### src/rtl/mem_pkg.sv
// Shared types and constants for the memory access controller.
// Holds FSM state encoding, default widths and operation-type codes.
package mem_pkg;

  localparam int MEM_ADDR_W = 9;
  localparam int MEM_DATA_W = 32;

  localparam logic OP_READ  = 1'b0;
  localparam logic OP_WRITE = 1'b1;

  localparam logic MDR_SEL_BUS = 1'b0;
  localparam logic MDR_SEL_MEM = 1'b1;

  typedef enum logic [1:0] {
    IDLE   = 2'd0,
    RD_REQ = 2'd1,
    RD_CAP = 2'd2,
    WR_REQ = 2'd3
  } mem_state_e;

endpackage

### src/rtl/mdr_reg.sv
// Memory data register: loads from the datapath bus or RAM read data, 1-cycle.
// No backpressure; holds value whenever the load enable is low.
module mdr_reg
  import mem_pkg::*;
#(
  parameter int DATA_W = MEM_DATA_W
) (
  input  logic              clk_i,
  input  logic              rst_ni,
  input  logic              en_i,
  input  logic              sel_i,
  input  logic [DATA_W-1:0] bus_i,
  input  logic [DATA_W-1:0] mem_i,
  output logic [DATA_W-1:0] q_o
);

  logic [DATA_W-1:0] mdr_q;
  logic [DATA_W-1:0] mdr_d;

  always_comb begin
    mdr_d = mdr_q;
    if (en_i) begin
      mdr_d = (sel_i == MDR_SEL_MEM) ? mem_i : bus_i;
    end
  end

  always_ff @(posedge clk_i or negedge rst_ni) begin
    if (!rst_ni) begin
      mdr_q <= '0;
    end else begin
      mdr_q <= mdr_d;
    end
  end

  assign q_o = mdr_q;

endmodule

### src/rtl/mem_ctrl.sv
// MAR/MDR holder and RAM strobe sequencer; read done 3 edges after start, write 2.
// Inputs are ignored while busy; a new start is accepted in the done cycle.
module mem_ctrl
  import mem_pkg::*;
#(
  parameter int ADDR_W = MEM_ADDR_W,
  parameter int DATA_W = MEM_DATA_W
) (
  input  logic              clock,
  input  logic              reset_n,
  input  logic [DATA_W-1:0] BusMuxOut,
  input  logic              MARin,
  input  logic              MDRin,
  input  logic              mem_start,
  input  logic              mem_wr,
  input  logic [DATA_W-1:0] MDataIn,
  output logic              ram_read,
  output logic              ram_write,
  output logic [ADDR_W-1:0] ram_addr,
  output logic [DATA_W-1:0] ram_wdata,
  output logic [DATA_W-1:0] BusMuxInMDR,
  output logic              busy,
  output logic              done
);

  mem_state_e        state_q, state_d;
  logic [ADDR_W-1:0] mar_q, mar_d;
  logic              done_q, done_d;
  logic              mdr_en;
  logic              mdr_sel;
  logic [DATA_W-1:0] mdr_val;

  // Only the low ADDR_W bits of the bus address the RAM.
  logic unused_bus_hi;
  assign unused_bus_hi = ^BusMuxOut[DATA_W-1:ADDR_W];

  always_comb begin
    state_d = state_q;
    mar_d   = mar_q;
    done_d  = 1'b0;
    mdr_en  = 1'b0;
    mdr_sel = MDR_SEL_BUS;
    case (state_q)
      IDLE: begin
        if (MARin) begin
          mar_d = BusMuxOut[ADDR_W-1:0];
        end
        mdr_en = MDRin;
        if (mem_start) begin
          state_d = (mem_wr == OP_WRITE) ? WR_REQ : RD_REQ;
        end
      end
      RD_REQ: state_d = RD_CAP;
      RD_CAP: begin
        // RAM output registered at the previous edge is valid now.
        mdr_en  = 1'b1;
        mdr_sel = MDR_SEL_MEM;
        done_d  = 1'b1;
        state_d = IDLE;
      end
      WR_REQ: begin
        done_d  = 1'b1;
        state_d = IDLE;
      end
      default: state_d = IDLE;
    endcase
  end

  always_ff @(posedge clock or negedge reset_n) begin
    if (!reset_n) begin
      state_q <= IDLE;
      mar_q   <= '0;
      done_q  <= 1'b0;
    end else begin
      state_q <= state_d;
      mar_q   <= mar_d;
      done_q  <= done_d;
    end
  end

  mdr_reg #(
    .DATA_W(DATA_W)
  ) u_mdr (
    .clk_i (clock),
    .rst_ni(reset_n),
    .en_i  (mdr_en),
    .sel_i (mdr_sel),
    .bus_i (BusMuxOut),
    .mem_i (MDataIn),
    .q_o   (mdr_val)
  );

  assign ram_read    = (state_q == RD_REQ);
  assign ram_write   = (state_q == WR_REQ);
  assign ram_addr    = mar_q;
  assign ram_wdata   = mdr_val;
  assign BusMuxInMDR = mdr_val;
  assign busy        = (state_q != IDLE);
  assign done        = done_q;

endmodule

### config.mk
export PLATFORM = sky130hd
export DESIGN_NAME = mem_ctrl
export DESIGN_NICKNAME = d
export VERILOG_FILES = /design/src/rtl/mem_pkg.sv /design/src/rtl/mdr_reg.sv /design/src/rtl/mem_ctrl.sv
export SDC_FILE = /design/constraint.sdc
export NUM_CORES = 1
export LEC_CHECK = 0
export ABC_CLOCK_PERIOD_IN_PS = 1850
export CAP_MARGIN = 20
export CELL_PAD_IN_SITES_DETAIL_PLACEMENT = 1
export CELL_PAD_IN_SITES_GLOBAL_PLACEMENT = 2
export CORE_MARGIN = 2
export CORE_UTILIZATION = 20
export CTS_CLUSTER_SIZE = 20
export DETAILED_ROUTE_END_ITERATION = 12
export GPL_TIMING_DRIVEN = 0
export PLACE_DENSITY_LB_ADDON = 0.1
export SYNTH_ARGS = -nofsm -noshare
export SYNTH_HDL_FRONTEND = slang
export SYNTH_HIERARCHICAL = 1
export SYNTH_SLANG_ARGS = --single-unit
export TNS_END_PERCENT = 1
### constraint.sdc
create_clock -name clock -period 1.85 [get_ports clock]
set_clock_uncertainty 0.05 [all_clocks]
set_input_delay 0.37 -clock clock [delete_from_list [all_inputs] [get_ports clock]]
set_output_delay 0.37 -clock clock [all_outputs]
set_load 0.01 [all_outputs]
**Yosys cells after proc, flatten, opt, wreduce, memory -nomap -nowiden**

Cells that the tools add are included.

- Register bits: 44
- Output and inout bits: 77

- Equality and inequality tests: 4
- Muxes and demuxes: 7
- Reduce and logical (&&, ||, !) cells: 4

Operators with widths:

| operator | number |
|---|---|
| 2-to-1 mux 32 bit | 1 |
| case mux 2 bit (3 select lines) | 1 |
| equality test 2 bit (second input constant) | 2 |
| 2-to-1 mux 2 bit | 2 |
| equality test 2 x 1 -> 1 bit (second input constant) | 1 |
| logical NOT 2 bit | 1 |
| 2-to-1 mux 1 bit | 2 |
| != test 2 bit (second input constant) | 1 |
| case mux 1 bit (2 select lines) | 1 |
| AND reduction 2 bit | 1 |
| nonzero test 2 bit | 1 |
| OR reduction 2 bit | 1 |

**Logic depth before layout (Yosys ltp)**

- Word-level depth: 3
- Depth in mapped cells: 6
- Gate-level depth less buffers: 4

**Cells and area by module**

The synthesis kept the hierarchy.

By module, submodules not included:

| module | times used | cells an instance | area an instance (um^2) |
|---|---|---|---|
| mdr_reg | 1 | 139 | 1506.4 |
| mem_ctrl | 1 | 66 | 753.2 |

**Worst setup path before layout**

No wires, ideal clock.

- Kind: flip-flop to flip-flop
- Start point: register state_q[1]
- End point: register u_mdr.mdr_q[0] (netlist: u_mdr/q_o[0])
- Data arrival time: 1106 ps
- Data required time: 1663 ps
- Setup slack: 557 ps
- Cell stages (with the launch flop): 6
- Buffers on the path: 2
- Clock period less this slack: 1293 ps
- Cell sequence: dfrtp_1 nor2b_1 buf_6 buf_12 mux2i_1 a21oi_1

- Cells in the longest elaborated chain, start to end: 3

RTL lines:

| element | line | source |
|---|---|---|
| start, declared | mem_ctrl.sv:26 | `mem_state_e state_q, state_d;` |
| start signal, assigned | mem_ctrl.sv:75 | `state_q <= state_d;` |
| equality test 2 bit | mem_ctrl.sv:43 | `case (state_q)` |
| 2-to-1 mux 1 bit | mem_ctrl.sv:43 |  |
| named net mdr_sel | mem_ctrl.sv:30 | `logic mdr_sel;` |
| 2-to-1 mux 32 bit | mdr_reg.sv:23 | `mdr_d = (sel_i == MDR_SEL_MEM) ? mem_i : bus_i;` |
| end signal, assigned | mdr_reg.sv:31 | `mdr_q <= mdr_d;` |
| end, declared | mdr_reg.sv:17 | `logic [DATA_W-1:0] mdr_q;` |

The timed path passes the listed nets, and every way through them passes these cells.
A chain may end at the register's enable or synchronous reset.

**Final worst setup path**

- Start point: register state_q[0]
- End point: output ram_write

- Cells in the longest elaborated chain, start to end: 1

RTL lines:

| element | line | source |
|---|---|---|
| equality test 2 bit | mem_ctrl.sv:94 | `assign ram_write = (state_q == WR_REQ);` |
| end, declared | mem_ctrl.sv:18 | `output logic ram_write,` |

Every way passes these cells.

==> results.md <==
- Final Hold Fails: 0
- Synth warn: 6
- Grt total ovfl: 0
- Worst-Margin Slew: about 530 ps
- Avg WL per Cell: ~15 um
- Cells after Synth: between 200 and 250
- Min Tclk post-route: ~1800 ps
- Fillers: ~1200
- Final WS setup: approximately 53 ps
- Status: finished, final reports clean
- Worst EP arrival: around 1400 ps
- Synthesized cell area: 0.002260 mm^2
- Ant. Diodes: 0
- Die width: about 110 um
- Routed Antenna Nets: 0
- DRC Markers: 0
- DIE HEIGHT: about 110 um
- # IOs: about 150
- Clock slew seen by the registers of the worst setup and hold paths: ~60 ps
- Setup TNS: 0 ps
- Detailed Route WL: around 7.3 mm
- FF+latch count, synth: 44
- Final period util: 97.11%
- Initial core utilization: 20.66%
- Max Cap Viol: 0
- Clk sinks: 44
- Vias in the first global route: about 2100
- Final max-slew violation count: 0
- Power Density: between 1000 and 1500 mW/mm^2
- Leak: between 1.5 and 2 nW
- Vias after detailed routing: approximately 2000
- Root buffer cell: clkbuf_16
- Normalized max-slew margin: between 60% and 70%
- Critical path buffers and inverters: 1
- Area Overhead vs Synth: 82.61%
- H-tree Lvls: 2
- Worst setup SP type: flip-flop
- WHS: ~10 ps
- Largest net degree at the start of global routing: 25
- Layout Nets: 429
- Yosys cell types: 16
- Commonest non-fill, non-tap cell in the layout: clkdlybuf4s50_1
- Slowest cell on crit path: clkdlybuf4s50_1
- Seq/Total Area, Yosys: 48.73%
- Avg Cell Area, Syn: around 11 um^2
- Max FO, Critical Path: 7
- Critical path capture point type: output port
- FP Rows: 38
- Peak supply drop: approximately 0.46 mV
- Ratio of cells with drive above 1 in the final layout: ~18%
- Core area: approximately 0.011 mm^2
- Antenna violations before repair: 0
- Final setup violation count: 0
- Post-synth top flop: dfrtp_1
- Port-buffer cells: ~150
- GRT Total Usage: roughly an eighth
- Post-DP HPWL: between 5 and 6 mm
- Max Root-Sink Buffers: 2
- DR vias/cell: roughly 4
- Max stage delay on crit path: approximately 520 ps
- Final GP Congestion: approximately 0.67
- Commonest non-fill, non-tap cells in the layout: clkdlybuf4s50_1, dfrtp_1, nor2_1, a21oi_1, buf_4
- Die area: about 0.012 mm^2
- HP Class: in2async
- CP delay by family, top: buffers and inverters
- Syn_nets: about 280
- Pre-CTS setup slack: -131.8 ps
- First-pass GRT wire length: 11.23 mm
- Unrepaired setup endpoints after global routing: false
- Required time of the critical path: 1430 ps
- Clock latency on the worst-skew pair: between 200 and 300 ps
- Num CTS Buffers: 5
- TritonCTS clock tree: done
- Post-synth EDFFs: 0
- Ys async rst share: 100.0%
- Worst path cell trace: and2_1, clkdlybuf4s50_1
- DR iter-0 viols: 50
- Fmax: around 560 MHz
- Drt pass-1 iters: 4
- Setup CP Type: reg2out
==> routing by layer <==
| metal | routed length, um | global-route usage [%] | share of wire (%) | up-vias |
|---|---|---|---|---|
| li1 | - | - | - | 961 |
| met2 | 3295 | 19.59 | 45 | 89 |
| met4 | 25 | 2.143 | 0.34 | 0 |
| met1 | 3286 | 15.66 | 45 | 946 |
| met3 | 714 | 4.350 | 9.8 | 2 |
| met5 | 0 | 0 | 0 | - |
==> sequential cells by signal, indices dropped and copies added, names as in the netlist <==
register   flops
ram_addr       9
u_mdr/q_o     32
state_q        2
done           1
==> cells in the mapped netlist, types with 2 or more instances <==
cell | count | area [um^2]
dfrtp_1 | 44 | 1101
nor2_1 | 36 | 135.1
a21oi_1 | 33 | 165.2
buf_4 | 33 | 247.7
mux2i_1 | 32 | 320.3
mux2_4 | 9 | 135.1
clkbuf_1 | 4 | 15.01
buf_12 | 3 | 60.06
buf_2 | 3 | 15.01
buf_6 | 2 | 22.52
==> worst reg2reg max path: stages, from the launching register on <==
cell      delay (ps)
dfrtp_2          430
nor2_1            60
nor2_1            80
buf_4            180
clkbuf_1         440
a21oi_1          150
==> cell type report <==
type                    count  area [um^2]  area share, %
multi-input cells         115        794.5          19.25
flip-flops and latches     44         1104          26.74
plain buffers              45        360.3          8.733
repair buffers            147         1474          35.72
inverters                   1        3.754        0.09096
clock buffers               5        125.1          3.032
clock inverters             3        90.09          2.183
well taps                 140        175.2          4.245
==> per-stage QoR <==
stage	instances	total power [mW]	utilization, %	cell area (um^2)
after floorplan	205	2.483	-	2260
after global placement	491	3.766	35.63	3896
after detailed placement	492	3.795	35.77	3911
after CTS	500	5.122	37.73	4126
after global routing	500	5.337	37.73	4126
final	500	5.022	37.73	4126
==> power breakdown <==
| group | switching (mW) | internal (mW) | total, mW |
|---|---|---|---|
| Combinational | 0.832 | 1.45 | 2.28 |
| Sequential | 0.218 | 1.23 | 1.45 |
| Clock | 0.381 | 0.911 | 1.29 |
==> cell families after synthesis <==
logic type             synth area share, %
AO/OA/AOI/OAI                        7.309
buffers and inverters                16.11
flip-flops                           48.73
multiplexers                         20.16
AND/OR/NAND/NOR                      7.697
==> worst paths after layout <==
path | from | end | slack (ps) | depth (start not counted)
min in group clock | ram_addr[0] | ram_addr[0] | 460 | 1
worst min register to register | ram_addr[0] | ram_addr[0] | 460 | 1
max in group asynchronous | reset_n | u_mdr/q_o[29] | 1220 | 2
worst min-delay path | reset_n | state_q[1] | 10 | 1
worst max register to register | state_q[1] | u_mdr/q_o[24] | 320 | 5
worst max-delay path | state_q[0] | ram_write | 50 | 2
==> timing repair <==
item / CTS / global route
endpoints found under the setup margin: 3 / 0
hold buffers: 0 / 0
resized for setup: 4 / 0
setup buffers: 0 / 0
endpoints found under the hold margin: 0 / 0
Note: power is estimated with default switching activity, not from simulation.
